===== src/rtl/uart_rx_fifo.sv =====
`default_nettype none
// ============================================================================
// Module   : uart_rx_fifo
// Brief    : Parametrised UART receiver (majority-vote sampling, parity,
//            1/2 stop bits, break detection) feeding a ready/valid FIFO.
// Revision : 1.0 - initial release
// ============================================================================
module uart_rx_fifo #(
    parameter int CLK_FREQ   = 50_000_000,
    parameter int BAUD_RATE  = 115200,
    parameter int DATA_BITS  = 8,
    parameter int PARITY     = 0,
    parameter int STOP_BITS  = 1,
    parameter int FIFO_DEPTH = 16
) (
    input  logic                          clk,
    input  logic                          rst_n,
    input  logic                          rx_io,
    output logic [DATA_BITS-1:0]          m_data,
    output logic                          m_parity_err,
    output logic                          m_frame_err,
    output logic                          m_valid,
    input  logic                          m_ready,
    output logic                          overrun,
    output logic                          break_det,
    output logic                          busy,
    output logic [$clog2(FIFO_DEPTH):0]   fifo_count
);

    localparam int c_CLK_PER_BIT = CLK_FREQ / BAUD_RATE;
    localparam int c_MID         = c_CLK_PER_BIT / 2;
    localparam int c_CNT_W       = $clog2(c_CLK_PER_BIT);
    localparam int c_BIT_W       = $clog2(DATA_BITS);
    localparam int c_PTR_W       = $clog2(FIFO_DEPTH);
    localparam int c_ENTRY_W     = DATA_BITS + 2;

    localparam logic [c_CNT_W-1:0] c_CNT_LAST = c_CNT_W'(c_CLK_PER_BIT - 1);
    localparam logic [c_CNT_W-1:0] c_SMP_0    = c_CNT_W'(c_MID - 1);
    localparam logic [c_CNT_W-1:0] c_SMP_1    = c_CNT_W'(c_MID);
    localparam logic [c_CNT_W-1:0] c_SMP_2    = c_CNT_W'(c_MID + 1);
    localparam logic [c_CNT_W-1:0] c_CNT_ONE  = c_CNT_W'(1);
    localparam logic [c_BIT_W-1:0] c_BIT_LAST = c_BIT_W'(DATA_BITS - 1);
    localparam logic [c_BIT_W-1:0] c_BIT_ONE  = c_BIT_W'(1);
    localparam logic [c_PTR_W:0]   c_FULL     = (c_PTR_W + 1)'(FIFO_DEPTH);
    localparam logic [c_PTR_W:0]   c_CNT1     = (c_PTR_W + 1)'(1);
    localparam logic [c_PTR_W-1:0] c_PTR_ONE  = c_PTR_W'(1);

    localparam logic [2:0] c_ST_IDLE   = 3'd0;
    localparam logic [2:0] c_ST_START  = 3'd1;
    localparam logic [2:0] c_ST_DATA   = 3'd2;
    localparam logic [2:0] c_ST_PARITY = 3'd3;
    localparam logic [2:0] c_ST_STOP   = 3'd4;
    localparam logic [2:0] c_ST_BREAK  = 3'd5;

    // ------------------------------------------------------------------
    // Input synchronizer (idle-high line, so flops reset to 1)
    // ------------------------------------------------------------------
    logic r_rx_meta;
    logic r_rx_s;

    always_ff @(posedge clk or negedge rst_n) begin
        if (!rst_n) begin
            r_rx_meta <= 1'b1;
            r_rx_s    <= 1'b1;
        end else begin
            r_rx_meta <= rx_io;
            r_rx_s    <= r_rx_meta;
        end
    end

    // ------------------------------------------------------------------
    // Receiver state and datapath
    // ------------------------------------------------------------------
    logic [2:0]           r_state;
    logic [2:0]           w_state_nxt;
    logic [c_CNT_W-1:0]   r_cnt;
    logic [c_BIT_W-1:0]   r_bit_idx;
    logic [DATA_BITS-1:0] r_shift;
    logic [1:0]           r_smp;
    logic                 r_par_bit;
    logic                 r_parity_err;
    logic                 r_frame_err;
    logic                 r_stop_idx;
    logic                 r_busy;

    logic w_cnt_last;
    logic w_decide;
    logic w_maj;
    logic w_final_stop;
    logic w_complete;
    logic w_zero_frame;
    logic w_is_break;
    logic w_push_req;
    logic w_par_exp;
    logic w_frame_err_final;

    assign w_cnt_last        = (r_cnt == c_CNT_LAST);
    assign w_decide          = (r_cnt == c_SMP_2);
    assign w_maj             = (r_smp[0] & r_smp[1]) | (r_smp[0] & r_rx_s) | (r_smp[1] & r_rx_s);
    assign w_final_stop      = (STOP_BITS == 1) || r_stop_idx;
    assign w_complete        = (r_state == c_ST_STOP) && w_final_stop && w_decide;
    // Break: all-zero data, zero parity bit (if any) and a low final stop bit
    assign w_zero_frame      = (r_shift == '0) && ((PARITY == 0) || !r_par_bit) && !w_maj;
    assign w_is_break        = w_complete && w_zero_frame;
    assign w_push_req        = w_complete && !w_zero_frame;
    assign w_par_exp         = (^r_shift) ^ (PARITY == 1);
    assign w_frame_err_final = r_frame_err | !w_maj;

    always_comb begin
        w_state_nxt = r_state;
        case (r_state)
            c_ST_IDLE: begin
                if (!r_rx_s) w_state_nxt = c_ST_START;
            end
            c_ST_START: begin
                if (w_decide && w_maj)  w_state_nxt = c_ST_IDLE;
                else if (w_cnt_last)    w_state_nxt = c_ST_DATA;
            end
            c_ST_DATA: begin
                if (w_cnt_last && (r_bit_idx == c_BIT_LAST))
                    w_state_nxt = (PARITY != 0) ? c_ST_PARITY : c_ST_STOP;
            end
            c_ST_PARITY: begin
                if (w_cnt_last) w_state_nxt = c_ST_STOP;
            end
            c_ST_STOP: begin
                if (w_complete) w_state_nxt = w_zero_frame ? c_ST_BREAK : c_ST_IDLE;
            end
            c_ST_BREAK: begin
                if (r_rx_s) w_state_nxt = c_ST_IDLE;
            end
            default: w_state_nxt = c_ST_IDLE;
        endcase
    end

    always_ff @(posedge clk or negedge rst_n) begin
        if (!rst_n) r_state <= c_ST_IDLE;
        else        r_state <= w_state_nxt;
    end

    always_ff @(posedge clk or negedge rst_n) begin
        if (!rst_n) begin
            r_cnt        <= '0;
            r_bit_idx    <= '0;
            r_shift      <= '0;
            r_smp        <= '0;
            r_par_bit    <= 1'b0;
            r_parity_err <= 1'b0;
            r_frame_err  <= 1'b0;
            r_stop_idx   <= 1'b0;
            r_busy       <= 1'b0;
        end else begin
            r_busy <= (r_state != c_ST_IDLE);

            // The start-detection cycle already counts as bit position 0
            if ((w_state_nxt == c_ST_IDLE) || (w_state_nxt == c_ST_BREAK))
                r_cnt <= '0;
            else if (r_state == c_ST_IDLE)
                r_cnt <= c_CNT_ONE;
            else if (w_cnt_last)
                r_cnt <= '0;
            else
                r_cnt <= r_cnt + c_CNT_ONE;

            if (r_cnt == c_SMP_0) r_smp[0] <= r_rx_s;
            if (r_cnt == c_SMP_1) r_smp[1] <= r_rx_s;

            case (r_state)
                c_ST_IDLE: begin
                    if (!r_rx_s) begin
                        r_bit_idx    <= '0;
                        r_par_bit    <= 1'b0;
                        r_parity_err <= 1'b0;
                        r_frame_err  <= 1'b0;
                        r_stop_idx   <= 1'b0;
                    end
                end
                c_ST_DATA: begin
                    if (w_decide)   r_shift   <= {w_maj, r_shift[DATA_BITS-1:1]};
                    if (w_cnt_last) r_bit_idx <= r_bit_idx + c_BIT_ONE;
                end
                c_ST_PARITY: begin
                    if (w_decide) begin
                        r_par_bit    <= w_maj;
                        r_parity_err <= w_maj ^ w_par_exp;
                    end
                end
                c_ST_STOP: begin
                    if (!w_final_stop) begin
                        if (w_decide && !w_maj) r_frame_err <= 1'b1;
                        if (w_cnt_last)         r_stop_idx  <= 1'b1;
                    end
                end
                default: ;
            endcase
        end
    end

    // ------------------------------------------------------------------
    // Receive FIFO
    // ------------------------------------------------------------------
    logic [c_ENTRY_W-1:0] r_mem [FIFO_DEPTH];
    logic [c_PTR_W-1:0]   r_wr_ptr;
    logic [c_PTR_W-1:0]   r_rd_ptr;
    logic [c_PTR_W:0]     r_count;
    logic                 w_pop;
    logic                 w_full;
    logic                 w_push;

    assign m_valid = (r_count != '0);
    assign w_pop   = m_valid && m_ready;
    assign w_full  = (r_count == c_FULL);
    // A same-cycle pop frees the slot the incoming frame needs
    assign w_push  = w_push_req && (!w_full || w_pop);

    always_ff @(posedge clk or negedge rst_n) begin
        if (!rst_n) begin
            for (int i = 0; i < FIFO_DEPTH; i++) r_mem[i] <= '0;
            r_wr_ptr <= '0;
            r_rd_ptr <= '0;
            r_count  <= '0;
        end else begin
            if (w_push) begin
                r_mem[r_wr_ptr] <= {r_shift, r_parity_err, w_frame_err_final};
                r_wr_ptr        <= r_wr_ptr + c_PTR_ONE;
            end
            if (w_pop) r_rd_ptr <= r_rd_ptr + c_PTR_ONE;
            case ({w_push, w_pop})
                2'b10:   r_count <= r_count + c_CNT1;
                2'b01:   r_count <= r_count - c_CNT1;
                default: ;
            endcase
        end
    end

    assign {m_data, m_parity_err, m_frame_err} = r_mem[r_rd_ptr];
    assign fifo_count = r_count;
    assign busy       = r_busy;
    assign overrun    = w_push_req && !w_push;
    assign break_det  = w_is_break;

endmodule
`default_nettype wire

===== config.mk =====
export PLATFORM = sky130hd
export DESIGN_NAME = uart_rx_fifo
export DESIGN_NICKNAME = d
export VERILOG_FILES = /design/src/rtl/uart_rx_fifo.sv
export SDC_FILE = /design/constraint.sdc
export NUM_CORES = 1
export LEC_CHECK = 0
export CELL_PAD_IN_SITES_DETAIL_PLACEMENT = 1
export CELL_PAD_IN_SITES_GLOBAL_PLACEMENT = 1
export CORE_MARGIN = 4
export CORE_UTILIZATION = 35
export CTS_CLUSTER_SIZE = 8
export DETAILED_ROUTE_END_ITERATION = 10
export GPL_ROUTABILITY_DRIVEN = 0
export PLACE_DENSITY_LB_ADDON = 0.25
export SYNTH_ARGS = -nofsm -noshare
export SYNTH_HDL_FRONTEND = slang
export SYNTH_SLANG_ARGS = --single-unit

===== constraint.sdc =====
create_clock -name clk -period 5.4 [get_ports clk]
set_clock_uncertainty 0.05 [all_clocks]
set_input_delay 1.08 -clock clk [delete_from_list [all_inputs] [get_ports clk]]
set_output_delay 1.08 -clock clk [all_outputs]
set_load 0.1 [all_outputs]

==> run_results.csv, run 1 <==
group,metric,value,unit
run_status,status,"finished, final reports clean",
floorplan,ioPinCount,23,
timing,rsz0062_at_grt,"false",
yosys,synth.top_cell.area_share,49.43,%
critical_path,arrival,3.69,ns
yosys,dominantRegCellSynth,"dfrtp_1",
critical_path,crit_slowest_cell,"clkdlybuf4s50_1",
critical_path,critPathBufInv,2,
global_routing,busiest_layer,"met2",
global_routing,antenna_found_initial,0,
critical_path,cp_max_fo,28,
route,antenna_left,0,
route,wire_per_inst,23.08,µm
global_routing,grt_pass1_vias,6390,
yosys,ys_types,52,
route,drc,0,
clock_tree,postCtsSetupBuffers,0,
route,dr.pass1.iters,6,
yosys,syn_area,10120,µm²
yosys,synth.top_cells.by_area,"dfrtp_1 (49%), mux2_4 (16%), mux4_2 (11%)",
pwr,p_leak,0.005146,µW
yosys,yosys.area.top_type,"dfrtp_1",
floorplan,core_area,28630,µm²
route,drt_iter0_markers,304,
clock_tree,cts-root-buf,"clkbuf_16",
yosys,synth.most_common_cell,"dfrtp_1",
floorplan,die_h,178.1,µm
flow_run,cap_violations,0,
yosys,synthCells,656,
pwr,switching_share,20.96,%
critical_path,r2r_setup_slack,1.88,ns
yosys,synthesis.nets,680,
clock_tree,cts_tree,"yes",
global_routing,met2_usage,27.41,%
clock_tree,cts_hold_repair.buffers,0,
critical_path,path_common_cell,"mux4_2",
route,routed_via_density,5.230,
timing,worst_pin_slew,1.197,ns
timing,max_freq,207.5,MHz
yosys,synth_compound_area_share,3.003,%
final_layout,drive_above_1_share,39.74,%
clock_tree,clk_pin_slew,0.05,ns
critical_path,path_cells,"buf_12, mux4_2, mux4_2, clkdlybuf4s50_1",
critical_path,crit_type,"reg2out",
final_layout,nFillCells,2843,
pwr,powerDensity,280.4,nW/µm²
timing,hold_ws,0.3058,ns
global_routing,overflow,0,
final_layout,diodes,0,
critical_path,slowest_delay,1.00,ns
yosys,synth_top_family_by_area,"multiplexers",
final_layout,fin_nets,695,
critical_path,required,4.27,ns
timing,min_period,4.820,ns
clock_tree,htreeDepth,1,
pwr,vdd_drop_max,0.0002199,V
timing,fin_crit_sh,89.25,%
critical_path,cp_top_family,"buffers and inverters",
critical_path,startpoint_type,"flip-flop",
yosys,synth_warnings,0,
clock_tree,post_cts_resized,0,
place,io_buffers,22,
yosys,avgSynthCellArea,15.43,µm²
final_layout,areaGrowthSynthToFinish,12.98,%
pwr,clock_power_share,51.6,%
global_routing,met1_usage,21.75,%
timing,fin_setup_tns,0,ns
timing,maxSlewViolCount,0,
clock_tree,clkLatencyLatePin,0.54,ns
clock_tree,cts_sinks,202,
critical_path,cp-end-kind,"output port",
yosys,synth_enable_flop_cells,0,
yosys,ys_seq_elements,202,
pwr,p_seq_share,47.4,%
pwr,pwr-share-comb,1.1,%
yosys,synthAdderAreaFrac,2.645,%
timing,setup-violations-final,0,
floorplan,initial_utilization,35.37,%
yosys,synth_xor_area_share,1.903,%
pwr,p_sw,672.2,µW
yosys,yosysSeqAreaShare,49.95,%
global_routing,grt_start_max_net_pins,124,
route,wl,24600,µm
yosys,synth_mux_area_share,33.44,%
floorplan,die_width,178.1,µm
timing,slew_headroom,20.13,%
global_routing,grt_pass1_wl,39130,µm
clock_tree,numCtsBuffers,29,
global_routing,use_met3,2.247,%
worst_hold_path,hp-class,"reg2reg",
floorplan,fp.dieArea,31710,µm²
floorplan,row_count,62,
yosys,synth_common_cells,"dfrtp_1 (200), mux2_4 (110), mux2_2 (54)",
clock_tree,clockBufferDepth,3,
timing,hold_viol_final,0,
pwr,p_int,2535,µW
route,vias,5575,
place,dp_hpwl,15220,µm
yosys,synth_async_sr_flop_share,100.0,%
global_routing,grtUsageTotal,16.15,%
yosys,yosys.area_share.simple,5.944,%
[cell families after synthesis]
logic type                 Yosys count
AOI/OAI and AO/OA                   44
xor gates and xnor gates            22
adders and majority gates           21
buffers and inverters               56
DFF                                202
muxes                              214
and+or+nand+nor                     97
[final cells by class]
cell class              instances  area [µm²]  share of cell area (%)
multi-input cells             398        4752                   41.54
inverters                      13       48.80                  0.4266
clock buffers                  41       770.7                   6.738
well taps                     384       480.5                   4.200
repair buffers                 27       296.5                   2.592
clock inverters                 1       30.03                  0.2625
flip-flops and latches        202        5060                   44.24
[state kept, by name (all words and copies together), names as in the netlist]
signal	flops
r_parity_err	1
r_rd_ptr	4
r_wr_ptr	4
r_smp	2
r_bit_idx	3
fifo_count	5
r_rx_s	1
r_rx_meta	1
busy	1
r_mem	160
r_state	3
r_cnt	9
r_shift	8
[final timing paths]
check                                        start                 endpoint  cells after the start
setup reg to reg            r_shift[0]$_DFFE_PN0P_    r_mem[85]$_DFFE_PN0P_                      8
setup / recovery           r_rd_ptr[0]$_DFFE_PN0P_                m_data[4]                      4
hold reg to reg                r_rx_meta$_DFF_PN1_         r_rx_s$_DFF_PN1_                      0
min in group asynchronous                    rst_n   r_mem[138]$_DFFE_PN0P_                      1
hold / removal                 r_rx_meta$_DFF_PN1_         r_rx_s$_DFF_PN1_                      0
max in group asynchronous                    rst_n  r_rd_ptr[0]$_DFFE_PN0P_                      2
[power by group through the flow]
| stage | sequential [µW] | clock (µW) | combinational (µW) |
|---|---|---|---|
| after floorplan | 1540 | 0 | 0.381 |
| after global placement | 1540 | 0 | 34.5 |
| after detailed placement | 1540 | 0 | 36.6 |
| after CTS | 1520 | 1700 | 36.5 |
| after global routing | 1520 | 1770 | 40.8 |
| final | 1520 | 1650 | 34.0 |
[cell usage in the layout, fill, tap and decap left out, types with 4 or more instances in the layout]
| cell | synthesis | layout |
|---|---|---|
| nand4_1 | 4 | 4 |
| clkdlybuf4s50_1 | 0 | 20 |
| dfrtp_1 | 200 | 198 |
| o21ai_0 | 14 | 14 |
| nand3_1 | 9 | 9 |
| clkbuf_16 | 0 | 29 |
| mux2_2 | 54 | 54 |
| o211ai_1 | 4 | 4 |
| a21oi_1 | 5 | 5 |
| and4b_1 | 11 | 11 |
| xnor2_1 | 15 | 15 |
| and4_4 | 4 | 4 |
| nor2_1 | 12 | 12 |
| inv_1 | 13 | 13 |
| mux4_2 | 50 | 50 |
| nand2_1 | 29 | 29 |
| and2_1 | 5 | 5 |
| ha_1 | 19 | 19 |
| a211oi_1 | 7 | 7 |
| clkbuf_1 | 23 | 12 |
| xor2_1 | 7 | 7 |
| mux2_4 | 110 | 110 |
[metrics by stage]
step                      instance area, µm²  utilization (%)  power (µW)  instances  worst slack (ns)
after floorplan                        10120                -        1544        656             1.464
after global placement                 10640            37.16        1578       1024             1.110
after detailed placement               10640            37.16        1580       1024             1.093
after CTS                              11440            39.96        3256       1066            0.5138
after global routing                   11440            39.96        3326       1066            0.4556
final                                  11440            39.96        3207       1066            0.5804
[layer usage]
metal | part of all wire (%) | vias to the layer above
li1 | - | 2452
met1 | 45 | 2986
met2 | 49 | 98
met3 | 3.4 | 39
met4 | 2.8 | 0
met5 | 0 | -
Power figures use the tool's default switching activity.
==> inputs of run 2 (changes only) <==
- CORE_MARGIN: 4 -> 1.5
==> run_results.csv, run 2 (synthesis gave the netlist of run 1 again) <==
group,metric,value,unit
global_routing,grt_pass1_wl,40090,µm
clock_tree,clockBufferDepth,3,
final_layout,final_common_cell,"dfrtp_1",
critical_path,arrival,3.62,ns
route,drt_iter0_markers,255,
floorplan,fp.dieArea,29960,µm²
clock_tree,clkLatencyLatePin,0.55,ns
clock_tree,cts-root-buf,"clkbuf_16",
place,io_buffers,22,
pwr,clock_power_share,51.9,%
final_layout,nFillCells,2845,
final_layout,largest_reg_flops,160,
critical_path,startpoint_type,"flip-flop",
flow_run,cap_violations,0,
timing,hold_viol_final,0,
final_layout,fin_nets,703,
pwr,switching_share,21.39,%
worst_hold_path,min-delay-start,"r_rx_meta$_DFF_PN1_",
final_layout,diodes,0,
floorplan,row_count,62,
critical_path,cp_max_fo,23,
final_layout,top_register,"r_mem",
critical_path,rr_startpoint,"r_shift[2]$_DFFE_PN0P_",
clock_tree,postCtsSetupBuffers,0,
timing,maxSlewViolCount,0,
final_layout,largest_registers,"r_mem: 160 flops, r_cnt: 9 flops, r_shift: 8 flops",
timing,slew_headroom,31.99,%
clock_tree,clk_pin_slew,0.05,ns
pwr,p_seq_share,47.1,%
route,wire_per_inst,22.96,µm
route,routed_via_density,5.218,
route,antenna_left,0,
critical_path,setup.worst_path.start,"r_rd_ptr[1]$_DFFE_PN0P_",
clock_tree,cts_hold_repair.buffers,0,
global_routing,antenna_found_initial,0,
route,vias,5599,
clock_tree,htreeDepth,1,
pwr,p_sw,690.3,µW
pwr,pwr-share-comb,1.0,%
pwr,p_int,2537,µW
final_layout,most-common-layout-cells,"dfrtp_1 (198), mux2_4 (110), mux2_2 (54), mux4_2 (50)",
place,dp_hpwl,15660,µm
worst_hold_path,hp-class,"reg2reg",
timing,hold_ws,0.3051,ns
floorplan,initial_utilization,35.37,%
pwr,powerDensity,281.0,nW/µm²
timing,worst_pin_slew,1.017,ns
critical_path,path_common_cell,"mux4_2",
critical_path,cp-end-kind,"output port",
clock_tree,post_cts_resized,0,
clock_tree,numCtsBuffers,29,
critical_path,r2r_setup_slack,2.06,ns
timing,min_period,4.749,ns
clock_tree,cts_sinks,202,
route,dr.pass1.iters,4,
floorplan,die_h,173.1,µm
route,drc,0,
clock_tree,cts_tree,"yes",
timing,rsz0062_at_grt,"false",
floorplan,die_width,173.1,µm
final_layout,drive_above_1_share,40.64,%
global_routing,overflow,0,
critical_path,crit_slowest_cell,"clkdlybuf4s50_1",
global_routing,grtUsageTotal,17.17,%
critical_path,required,4.27,ns
floorplan,ioPinCount,23,
critical_path,crit_type,"reg2out",
timing,setup-violations-final,0,
critical_path,critPathBufInv,2,
timing,fin_crit_sh,87.95,%
floorplan,core_area,28630,µm²
global_routing,grt_pass1_vias,6561,
timing,max_freq,210.6,MHz
final_layout,areaGrowthSynthToFinish,13.45,%
global_routing,grt_start_max_net_pins,108,
pwr,p_leak,0.005189,µW
route,wl,24630,µm
critical_path,path_cells,"buf_4, mux4_2, mux4_2, clkdlybuf4s50_1",
run_status,status,"finished, final reports clean",
critical_path,cp_top_family,"buffers and inverters",
timing,fin_setup_tns,0,ns
critical_path,slowest_delay,1.00,ns
pwr,vdd_drop_max,0.0002783,V
## run 2: cell types whose count changed in the layout (fill, tap and decap cells not counted)
cell,change
buf_12,-2
clkbuf_1,-2
buf_4,+10
inv_16,+1
## run 2: metal layers
metal  track usage (%)  wire length [µm]  up-vias
met3             2.858               770       34
met2             29.79             12350       90
met4             4.493               599        0
met1             22.27             10910     3014
met5                 0                 0        -
li1                  -                 -     2461
## run 2: per-stage QoR
stage | setup WS, ns | cells | total power [µW] | area, µm² | utilization, %
2_1_floorplan | 1.464 | 656 | 1544 | 10120 | -
3_3_place_gp | 1.227 | 1032 | 1577 | 10670 | 37.28
3_5_place_dp | 1.216 | 1032 | 1580 | 10670 | 37.28
4_1_cts | 0.6375 | 1073 | 3278 | 11490 | 40.13
5_1_grt | 0.5164 | 1073 | 3350 | 11490 | 40.13
6_report | 0.6507 | 1073 | 3227 | 11490 | 40.13
## run 2: area by class of cell
type | count | area, µm² | share of cell area (%)
timing repair buffer | 35 | 331.6 | 2.887
clock buffer | 39 | 763.2 | 6.645
inverter | 13 | 48.80 | 0.4248
tap | 384 | 480.5 | 4.183
clock inverter | 2 | 50.05 | 0.4357
sequential | 202 | 5060 | 44.05
multi-input combinational | 398 | 4752 | 41.37
## run 2: path summary, 6_finish.rpt
path                                               to  cells past startpoint
worst max-delay path                     m_parity_err                      4
worst min-delay path                 r_rx_s$_DFF_PN1_                      0
worst max register to register  r_mem[59]$_DFFE_PN0P_                      8
worst min register to register       r_rx_s$_DFF_PN1_                      0
max in group asynchronous       r_mem[26]$_DFFE_PN0P_                      2
min in group asynchronous       r_mem[82]$_DFFE_PN0P_                      1
## run 2: worst register-to-register path, delay by kind of cell (launching register included)
kind,cells,cell delay (ns)
mux,1,0.36
compound gates,1,0.12
buf+inv,2,0.41
simple gates,3,1.29
flops,1,0.74
fa+ha+maj,1,0.23
## run 2: power by group through the flow
stage | clock (µW) | sequential (µW) | combinational (µW)
6_report | 1680 | 1520 | 33.1
5_1_grt | 1790 | 1520 | 39.0
4_1_cts | 1720 | 1520 | 35.9
3_5_place_dp | 0 | 1540 | 36.0
3_3_place_gp | 0 | 1540 | 33.7
2_1_floorplan | 0 | 1540 | 0.381
